## config.mk

```make
export PLATFORM = sky130hd
export DESIGN_NAME = lsu
export DESIGN_NICKNAME = d
export VERILOG_FILES = /design/src/rtl/lsu_pkg.sv /design/src/rtl/lsu_align.sv /design/src/rtl/lsu.sv
export SDC_FILE = /design/constraint.sdc
export NUM_CORES = 1
export LEC_CHECK = 0
export BUFFER_PORTS_ARGS = -buffer_cell sky130_fd_sc_hd__buf_2
export CORE_ASPECT_RATIO = 1.4
export CORE_MARGIN = 3
export CORE_UTILIZATION = 49
export DETAILED_ROUTE_END_ITERATION = 7
export PLACE_DENSITY = 0.84
export REMOVE_ABC_BUFFERS = 1
export SLEW_MARGIN = 20
export SYNTH_ARGS = -nofsm -noshare
export SYNTH_HDL_FRONTEND = slang
export SYNTH_SLANG_ARGS = --single-unit
```

## constraint.sdc

```tcl
create_clock -name clk -period 2.8 [get_ports clk]
set_input_delay 0.84 -clock clk [delete_from_list [all_inputs] [get_ports clk]]
set_output_delay 0.84 -clock clk [all_outputs]
set_load 0.005 [all_outputs]
```

## src/rtl/lsu_pkg.sv

```systemverilog
// lsu_pkg: LSU FSM state encoding, RV32 load/store funct3 codes, byte-mask constants
// and request-decode helpers shared by lsu and lsu_align.
package lsu_pkg;

    typedef enum logic [1:0] {S_IDLE, S_REQ, S_WAIT, S_RESP} lsu_state_t;

    localparam logic [2:0] LSU_F3_B  = 3'b000;
    localparam logic [2:0] LSU_F3_H  = 3'b001;
    localparam logic [2:0] LSU_F3_W  = 3'b010;
    localparam logic [2:0] LSU_F3_BU = 3'b100;
    localparam logic [2:0] LSU_F3_HU = 3'b101;

    localparam logic [3:0] LSU_MASK_B = 4'b0001;
    localparam logic [3:0] LSU_MASK_H = 4'b0011;
    localparam logic [3:0] LSU_MASK_W = 4'b1111;

    // Stores have no unsigned variants, so any funct3[2] is illegal for them.
    function automatic logic illegal_f3(input logic wen, input logic [2:0] f3);
        return wen ? (f3[2] || f3[1:0] == 2'b11) : (f3 == 3'b011 || f3[2:1] == 2'b11);
    endfunction

    function automatic logic misaligned(input logic [2:0] f3, input logic [1:0] off);
        return f3[1:0] == 2'b01 ? off[0] : f3[1:0] == 2'b10 ? |off : 1'b0;
    endfunction

endpackage

```

## src/rtl/lsu_align.sv

```systemverilog
// lsu_align: combinational load extraction/extension and store lane replication/mask generation.
module lsu_align
    import lsu_pkg::*;
#(
    parameter int DATA_W = 32
) (
    input  logic [2:0]        funct3,
    input  logic [1:0]        off,
    input  logic [DATA_W-1:0] wdata,
    input  logic [DATA_W-1:0] rdata,
    output logic [DATA_W-1:0] ld_data,
    output logic [DATA_W-1:0] st_data,
    output logic [3:0]        st_mask
);

    logic [1:0]        sh;
    logic [DATA_W-1:0] w;

    always_comb begin
        sh = funct3[1:0] == LSU_F3_B[1:0] ? off : funct3[1:0] == LSU_F3_H[1:0] ? {off[1], 1'b0} : 2'b00;
        w = rdata >> {sh, 3'b000};
        ld_data = funct3 == LSU_F3_B  ? {{(DATA_W-8){w[7]}}, w[7:0]} :
                  funct3 == LSU_F3_H  ? {{(DATA_W-16){w[15]}}, w[15:0]} :
                  funct3 == LSU_F3_BU ? {{(DATA_W-8){1'b0}}, w[7:0]} :
                  funct3 == LSU_F3_HU ? {{(DATA_W-16){1'b0}}, w[15:0]} : rdata;
        st_data = funct3[1:0] == LSU_F3_B[1:0] ? {(DATA_W/8){wdata[7:0]}} :
                  funct3[1:0] == LSU_F3_H[1:0] ? {(DATA_W/16){wdata[15:0]}} : wdata;
        st_mask = funct3[1:0] == LSU_F3_W[1:0] ? LSU_MASK_W :
                  funct3[1:0] == LSU_F3_H[1:0] ? LSU_MASK_H << {off[1], 1'b0} : LSU_MASK_B << off;
    end

endmodule

```

## src/rtl/lsu.sv

```systemverilog
// lsu: RV32 load/store unit with one outstanding valid/ready data-memory transaction.
// Define LSU_MISALIGN_TRAP_EN to fault misaligned halfword/word accesses instead of truncating them.
module lsu
    import lsu_pkg::*;
#(
    parameter int ADDR_W = 32,
    parameter int DATA_W = 32
) (
    input  logic              clk,
    input  logic              rst,
    input  logic              req_valid,
    output logic              req_ready,
    input  logic              req_wen,
    input  logic [2:0]        req_funct3,
    input  logic [ADDR_W-1:0] req_addr,
    input  logic [DATA_W-1:0] req_wdata,
    output logic              resp_valid,
    input  logic              resp_ready,
    output logic [DATA_W-1:0] resp_rdata,
    output logic              resp_err,
    output logic              mem_valid,
    input  logic              mem_ready,
    output logic              mem_wen,
    output logic [ADDR_W-1:0] mem_addr,
    output logic [DATA_W-1:0] mem_wdata,
    output logic [3:0]        mem_wmask,
    input  logic              mem_rvalid,
    input  logic [DATA_W-1:0] mem_rdata,
    input  logic              mem_err
);

    lsu_state_t        state, state_n;
    logic              wen_q, err_q, bad, done;
    logic [2:0]        f3_q;
    logic [ADDR_W-1:0] addr_q;
    logic [DATA_W-1:0] wdata_q, rdata_q, ld_data, st_data;
    logic [3:0]        st_mask;

`ifdef LSU_MISALIGN_TRAP_EN
    assign bad = illegal_f3(req_wen, req_funct3) || misaligned(req_funct3, req_addr[1:0]);
`else
    assign bad = illegal_f3(req_wen, req_funct3);
`endif

    // A completion in REQ only counts when the request is accepted in the same cycle.
    assign done = (state == S_REQ && mem_ready && mem_rvalid) || (state == S_WAIT && mem_rvalid);

    lsu_align #(.DATA_W(DATA_W)) u_align (
        .funct3 (f3_q),
        .off    (addr_q[1:0]),
        .wdata  (wdata_q),
        .rdata  (mem_rdata),
        .ld_data(ld_data),
        .st_data(st_data),
        .st_mask(st_mask)
    );

    always_comb begin
        state_n = state;
        case (state)
            S_IDLE:  state_n = req_valid ? (bad ? S_RESP : S_REQ) : S_IDLE;
            S_REQ:   state_n = mem_ready ? (mem_rvalid ? S_RESP : S_WAIT) : S_REQ;
            S_WAIT:  state_n = mem_rvalid ? S_RESP : S_WAIT;
            S_RESP:  state_n = resp_ready ? S_IDLE : S_RESP;
            default: state_n = S_IDLE;
        endcase
    end

    always_ff @(posedge clk) begin
        if (rst) begin
            state   <= S_IDLE;
            wen_q   <= 1'b0;
            f3_q    <= '0;
            addr_q  <= '0;
            wdata_q <= '0;
            rdata_q <= '0;
            err_q   <= 1'b0;
        end else begin
            state <= state_n;
            if (state == S_IDLE && req_valid) begin
                wen_q   <= req_wen;
                f3_q    <= req_funct3;
                addr_q  <= req_addr;
                wdata_q <= req_wdata;
                rdata_q <= '0;
                err_q   <= bad;
            end
            if (done) begin
                rdata_q <= (mem_err || wen_q) ? '0 : ld_data;
                err_q   <= mem_err;
            end
        end
    end

    // Outputs are forced low while rst is high, whatever state the FSM was left in.
    assign req_ready  = !rst && state == S_IDLE;
    assign mem_valid  = !rst && state == S_REQ;
    assign mem_wen    = mem_valid && wen_q;
    assign mem_addr   = mem_valid ? {addr_q[ADDR_W-1:2], 2'b00} : '0;
    assign mem_wdata  = mem_wen ? st_data : '0;
    assign mem_wmask  = mem_wen ? st_mask : 4'b0000;
    assign resp_valid = !rst && state == S_RESP;
    assign resp_rdata = resp_valid ? rdata_q : '0;
    assign resp_err   = resp_valid && err_q;

endmodule

```

# --- Yosys cells after proc, flatten, opt, wreduce, memory -nomap -nowiden ---
# Index checks and enable logic that the tools add are counted.
word_totals:
  output_inout_bits: 105
  in_bits: 107
  register_bits: 103
  wordCells: 65
classes:
  eq_ne: 11
  n_reduce_logical: 18
  shift: 3
  muxes: 26
op_table:
  columns: ["cell", "n"]
  rows:
  - ["$mux W32", 12]
  - ["$shr A32 B5 Y16", 1]
  - ["$mux W2", 6]
  - ["$mux W4", 3]
  - ["$eq A2 B2 Y1 const B", 5]
  - ["$logic_and A1 B1 Y1", 9]
  - ["$pmux W2 S4", 1]
  - ["$eq A3 B3 Y1 const B", 2]
  - ["$eq A2 B1 Y1 const B", 2]
  - ["$logic_not A2 Y1", 2]
  - ["$logic_or A1 B1 Y1", 4]
  - ["$mux W1", 4]
  - ["$shl A1 B2 Y4 const A", 1]
  - ["$shl A2 B2 Y4 const A", 1]
  - ["$eq A3 B1 Y1 const B", 1]
  - ["$eq A3 B2 Y1 const B", 1]
  - ["$logic_not A3 Y1", 1]
  - ["$reduce_bool A2 Y1", 1]
  - ["$logic_not A1 Y1", 1]

# --- Logic depth before layout (Yosys ltp) ---
# Gate-level depths: netlist of the first run.
depth:
  depth_word: 10
  depth_mapped: 8
  depth_no_buf: 5

# --- Cells and area by module ---
# Synthesis of the first run repeated with hierarchy kept, for this count alone.
unflattened:
  hier_cells: 690
  hier_area_um2: 5406.4
modules_own_cells:
  columns: ["module", "n_inst", "seq_area_each_um2", "cells_per_inst", "area_per_inst_um2"]
  rows:
  - ["lsu", 1, 2062.0, 515, 4221.5]
  - ["lsu_align", 1, 0.0, 175, 1184.9]

# --- Worst setup path after synthesis of the first run ---
# OpenSTA, ideal clock, no wires.
synth_timing:
  kind: "input -> output"
  startpoint: "in rst"
  endpoint: "out mem_addr[12]"
  n_path_buf: 2
  slack_ps: 210
  arrival_ps: 1750
  cell_stages: 4
  required_time_ps: 1960
  path_cell_list: "nor3b_1 > clkbuf_1 > clkbuf_1 > and2_1"
synth_via:
  elab_chain_len: 3
synth_lines:
  columns: ["element", "line", "source"]
  rows:
  - ["start, declared", "lsu.sv:10", "input logic rst,"]
  - ["$logic_not A1 Y1", "lsu.sv:97", "assign mem_valid = !rst && state == S_REQ;"]
  - ["$logic_and A1 B1 Y1", "lsu.sv:97", null]
  - ["$mux W32", "lsu.sv:99", "assign mem_addr = mem_valid ? {addr_q[ADDR_W-1:2], 2'b00} : '0;"]
  - ["end, declared", "lsu.sv:24", "output logic [ADDR_W-1:0] mem_addr,"]
# No other way between the ends.

# --- Worst setup path after layout of the first run ---
layout_timing:
  startpoint: "in rst"
  endpoint: "out mem_wdata[2]"
layout_via:
  elab_chain_len: 4
layout_lines:
  columns: ["element", "line", "source"]
  rows:
  - ["$logic_not A1 Y1", "lsu.sv:97", null]
  - ["$logic_and A1 B1 Y1", "lsu.sv:97", null]
  - ["$logic_and A1 B1 Y1", "lsu.sv:98", "assign mem_wen = mem_valid && wen_q;"]
  - ["$mux W32", "lsu.sv:100", "assign mem_wdata = mem_wen ? st_data : '0;"]
  - ["end, declared", "lsu.sv:25", "output logic [DATA_W-1:0] mem_wdata,"]
# No other way between the ends.

==> metrics.yaml, run 1 <==
outcome: "completed"
fin_crit_ns: 2.656
initial_utilization: 0.5109
nFillCells: 880
drt-pass1-iter-count: 4
portBuffers: 209
slew_headroom: 0.2650
insertion_delay_ns: 0.35
antenna_found_initial: 0
place_area_mm2: 0.006299
crit_path_start_kind: "input pin"
routed_wl_mm: 15.44
r2r_start: "addr_q[1]"
synth_seq_cells: 103
leakagePower_nw: 3.038
path_delay_family: "buffers and inverters"
dp_slack_ns: 0.1619
tightest_slew_ns: 1.101
final_core_util: 0.6579
path_cells: "buf_2, nor3b_2, buf_4, and3_1, buf_2"
tns_ns: 0
post_route_cells_drive_above_1_share: 0.3097
grt_pass1_wl_mm: 24.05
htreeDepth: 3
fin_area_mm2: 0.006619
synth_top_area_frac: 0.4012
die_w_um: 92.56
vias: 5357
ys_warn_count: 0
rsz0062_at_grt: "false"
min-delay-start: "addr_q[25]"
yosys-top-cells-area: "dfxtp_1, nand2_1, a21oi_1, and2_1, o2bb2ai_1"
synth.cell_area_mm2: 0.005140
cts.clk_slew.worst_paths_ns: 0.07
slew_viol_final: 0
grt-ovfl-total: 0
critPathMaxFanout: 39
finalNonFillerCells: 994
nNetsFinal: 961
syn_to_final_growth_pct: 28.77
cts_setup_buffers: 0
required_ns: 1.96
synthArstFlopShare: 0
fmax_ghz: 0.3765
path_buf_inv: 3
rrSetupSlack_ns: 0.79
cp_slowest_cell: "buf_4"
power_density_mw_per_mm2: 547.8
cts_sinks: 103
dp_hpwl_mm: 11.26
synth_edf_count: 0
worst_ep_arrival_time_ns: 1.82
ios: 212
cp_common_cell: "buf_2"
hold_class: "reg -> reg"
die-area_mm2: 0.01177
most-common-layout-cells: "buf_2, nand2_1, a21oi_1"
ir_drop_mv: 0.3848
yosys.area.top_type: "dfxtp_1"
total_power_mw: 3.626
cpPeakStageDelay_ns: 0.35
min_period_over_period: 0.9487
via_per_inst: 5.389
holdWs_ns: 0.4491
synth_cell_types: 42
fin_ws_ns: 0.1437
reg2reg_to: "rdata_q[22]"
cts_tree: "built"
core_mm2: 0.01006
ys_seq_area_frac: 0.4012
cts_resized: 0
multiInputGateArea_mm2: 0.002784
die_y_um: 127.2
synth_cells: 670
holdPathStages: 2
cts_buffers: 9
cts_buffer_depth: 2
wire_per_inst_um: 15.54
grt_use_total: 0.2550
grt_pass1_vias: 4861
fin_skew_ns: 0.01497
synth_top_flop_cell: "dfxtp_1"
final_common_cell: "buf_2"
postCtsHoldBufs: 0
hold_viol_final: 0
crit_type: "in -> out"
syn_area_per_cell_um2: 7.672
drt_iter0_drc: 294
cap_violations: 0
place_inst: 978
final-seq-area_mm2: 0.002063
r2r_cells: 5
row_count: 43
final_antenna_net_count: 0
gp_congestion: 0.8480
min_to: "addr_q[25]"
route.detailed.drc: 0
root_buffer: "clkbuf_16"
diodes: 0
final-setup-viol-count: 0
startpoint: "rst"
grt_max_degree: 68
end_kind: "output port"
## worst max-delay path by stage
stage	depth (start not counted)	slack, ns	to
2_1_floorplan	3	-1.64	mem_wdata[10]
3_3_place_gp	5	0.18	mem_wdata[3]
3_5_place_dp	5	0.16	mem_addr[17]
4_1_cts	5	0.15	mem_wdata[7]
5_1_grt	6	0.003	mem_wmask[2]
6_report	5	0.14	mem_wdata[2]
## worst register-to-register path, delay by kind of cell, from the launching register on
kind	cells	cell delay [ns]
buffers and inverters	1	0.23
AOI/OAI and AO/OA	3	1.20
DFF	1	0.40
muxes	1	0.10
## registers in the layout, indices dropped and copies added, names as in the netlist
signal   flops
state        2
addr_q      32
err_q        1
rdata_q     32
wdata_q     32
f3_q         3
wen_q        1
## routing by layer
| metal | wire, um | part of all wire | global-route usage | vias up |
|---|---|---|---|---|
| met4 | 417 | 0.027 | 0.08836 | 0 |
| met3 | 1552 | 0.10 | 0.08304 | 23 |
| met2 | 7435 | 0.48 | 0.4265 | 258 |
| met1 | 6038 | 0.39 | 0.3069 | 2449 |
| li1 | - | - | - | 2627 |
| met5 | 0 | 0 | 0 | - |
## kinds of logic after synthesis
group	Yosys count	synth area share
multiplexers	27	0.05428
buffers and inverters	69	0.06013
AO/OA/AOI/OAI	187	0.2300
AND/OR/NAND/NOR	283	0.2537
flip-flops	103	0.4012
other	1	0.0007296
## final cells by class
type	count	area share
timing repair buffer	230	0.1875
inverter	11	0.006238
tap	135	0.02552
clock buffer	10	0.03459
multi-input combinational	499	0.4206
clock inverter	6	0.01380
sequential	103	0.3117
## report_power, final
part	internal [mW]	leakage [nW]	total, mW	switching (mW)
logic	0.257	2.04	0.639	0.382
registers	1.56	0.841	1.63	0.0689
clock network	0.791	0.157	1.36	0.564
total	2.61	3.04	3.63	1.01
## Yosys cell counts, types with 2 or more instances
cell and number:
o22ai_1 7, nand2_1 162, mux2_2 7, clkbuf_1 30, buf_4 4, buf_1 6, o32ai_1 8, buf_2 16
a22o_1 8, nand2b_1 3, a21oi_1 115, or2_2 2, and2_1 65, inv_1 11, nor2b_1 4, mux2i_1 20
o2bb2ai_1 23, dfxtp_1 103, nor2_1 31, buf_6 2, o22a_1 7, o21ai_0 9, and3_1 8
Note: power is estimated with default switching activity, not from simulation.
==> run 2: changes to the inputs <==
Clock period 2.8 ns to 2.9 ns, I/O delays scaled along.
==> run 2 against run 1 <==
- clock power fell by 9%
- global-route usage rose by 0.18 points
- sequential cell count did not move
- first-iteration DRC count fell by 14%
- final cell count fell by 0.20%
- die area did not move
- sequential power fell by 3%
- largest power group unchanged
- largest cell class unchanged
- clock skew fell by 0.0076 ns
- critical path type unchanged
- critical endpoint unchanged
==> metrics.yaml, run 2 (synthesized netlist as in run 1, its figures left out) <==
cts_buffer_depth: 2
cp_common_cell: "buf_2"
grt_use_total: 0.2568
root_buffer: "clkbuf_16"
crit_path_start_kind: "input pin"
dp_slack_ns: 0.1889
cpPeakStageDelay_ns: 0.35
grt_max_degree: 68
rrSetupSlack_ns: 0.78
place_inst: 976
core_mm2: 0.01006
hold_viol_final: 0
diodes: 0
portBuffers: 209
fin_crit_ns: 2.714
switching_power_uw: 992.7
finalNonFillerCells: 992
grt_pass1_vias: 4831
routed_wl_mm: 15.46
nNetsFinal: 959
die-area_mm2: 0.01177
initial_utilization: 0.5109
slew_headroom: 0.2963
cp_slowest_cell: "buf_4"
route.detailed.drc: 0
cts_sinks: 103
drt-pass1-iter-count: 5
slew_viol_final: 0
cts.clk_slew.worst_paths_ns: 0.07
die_w_um: 92.56
required_ns: 2.03
syn_to_final_growth_pct: 28.14
wire_per_inst_um: 15.58
multiInputGateArea_mm2: 0.002784
swShare: 0.2898
end_kind: "output port"
grt_pass1_wl_mm: 24.04
postCtsHoldBufs: 0
via_per_inst: 5.385
antenna_found_initial: 0
path_cells: "buf_2, nor3b_2, buf_4, and3_1, buf_2"
pwr-share-seq: 0.462
most-common-layout-cells: "buf_2, nand2_1, a21oi_1"
htreeDepth: 3
p_clk_frac: 0.361
path_buf_inv: 3
die_y_um: 127.2
nFillCells: 902
cts_tree: "built"
ir_drop_mv: 0.5034
final_common_cell: "buf_2"
hold_class: "reg -> reg"
cap_violations: 0
gp_congestion: 0.8388
pwr-share-comb: 0.177
critPathMaxFanout: 39
p_int_mw: 2.432
tightest_slew_ns: 1.054
cts_setup_buffers: 0
insertion_delay_ns: 0.35
worst_ep_arrival_time_ns: 1.84
ios: 212
fin_area_mm2: 0.006586
crit_type: "in -> out"
largestRegisters: "addr_q (32), rdata_q (32), wdata_q (32)"
final-seq-area_mm2: 0.002063
path_delay_family: "buffers and inverters"
power_density_mw_per_mm2: 520.0
leakagePower_nw: 3.018
outcome: "completed"
dp_hpwl_mm: 11.28
vias: 5342
place_area_mm2: 0.006284
post_route_cells_drive_above_1_share: 0.3092
fin_ws_ns: 0.1860
drt_iter0_drc: 253
cts_resized: 0
rsz0062_at_grt: "false"
final-setup-viol-count: 0
final_antenna_net_count: 0
fmax_ghz: 0.3685
cts_buffers: 9
row_count: 43
fin_skew_ns: 0.007368
min_period_over_period: 0.9358
grt-ovfl-total: 0
-- run 2: cell types whose count changed in the layout (fill, tap and decap cells not counted) --
| cell | before | now |
|---|---|---|
| clkbuf_1 | 1 | 0 |
| inv_6 | 2 | 3 |
| buf_4 | 18 | 16 |
| bufinv_16 | 2 | 1 |
| clkinvlp_4 | 0 | 1 |
-- run 2: final cells by class --
cell class,count,area share
repair buffers,228,0.1862
inverters,11,0.006269
clock buffers,9,0.03419
clock inverters,7,0.01178
well taps,135,0.02565
multi-input cells,499,0.4227
flip-flops and latches,103,0.3133
-- run 2: per-layer routing --
layer | share of wire | routed length, um | GRT usage | vias up
met5 | 0 | 0 | 0 | -
met2 | 0.49 | 7504 | 0.4397 | 256
li1 | - | - | - | 2629
met3 | 0.097 | 1499 | 0.06125 | 28
met4 | 0.032 | 495 | 0.1164 | 0
met1 | 0.39 | 5957 | 0.3025 | 2429
-- run 2: tightest hold or removal path: cells and delay by family, from the launching register on --
family | cells | cell delay (ns)
flops | 1 | 0.31
simple gates | 1 | 0.05
compound gates | 1 | 0.05
-- run 2: metrics by stage --
stage,setup TNS (ns),utilization,total power [mW],hold WS [ns]
after floorplan,-70.34,-,1.946,0.4242
after global placement,0,0.6245,2.208,0.4354
after detailed placement,0,0.6245,2.219,0.4388
after CTS,0,0.6546,3.446,0.4520
after global routing,0,0.6546,3.584,0.4684
final,0,0.6546,3.425,0.4498
-- run 2: power groups by stage --
stage	clock network, mW	registers [mW]	logic [mW]
floorplan	0	1.61	0.338
global placement	0	1.61	0.596
detailed placement	0	1.62	0.604
CTS	1.26	1.58	0.606
global route	1.31	1.60	0.674
finish	1.24	1.58	0.606
-- run 2: worst paths after layout --
| path | from | endpoint | cells after the start |
|---|---|---|---|
| max | rst | mem_wdata[2] | 5 |
| min | addr_q[25] | addr_q[25] | 2 |
| max reg2reg | f3_q[1] | rdata_q[22] | 7 |
| min reg2reg | addr_q[25] | addr_q[25] | 2 |
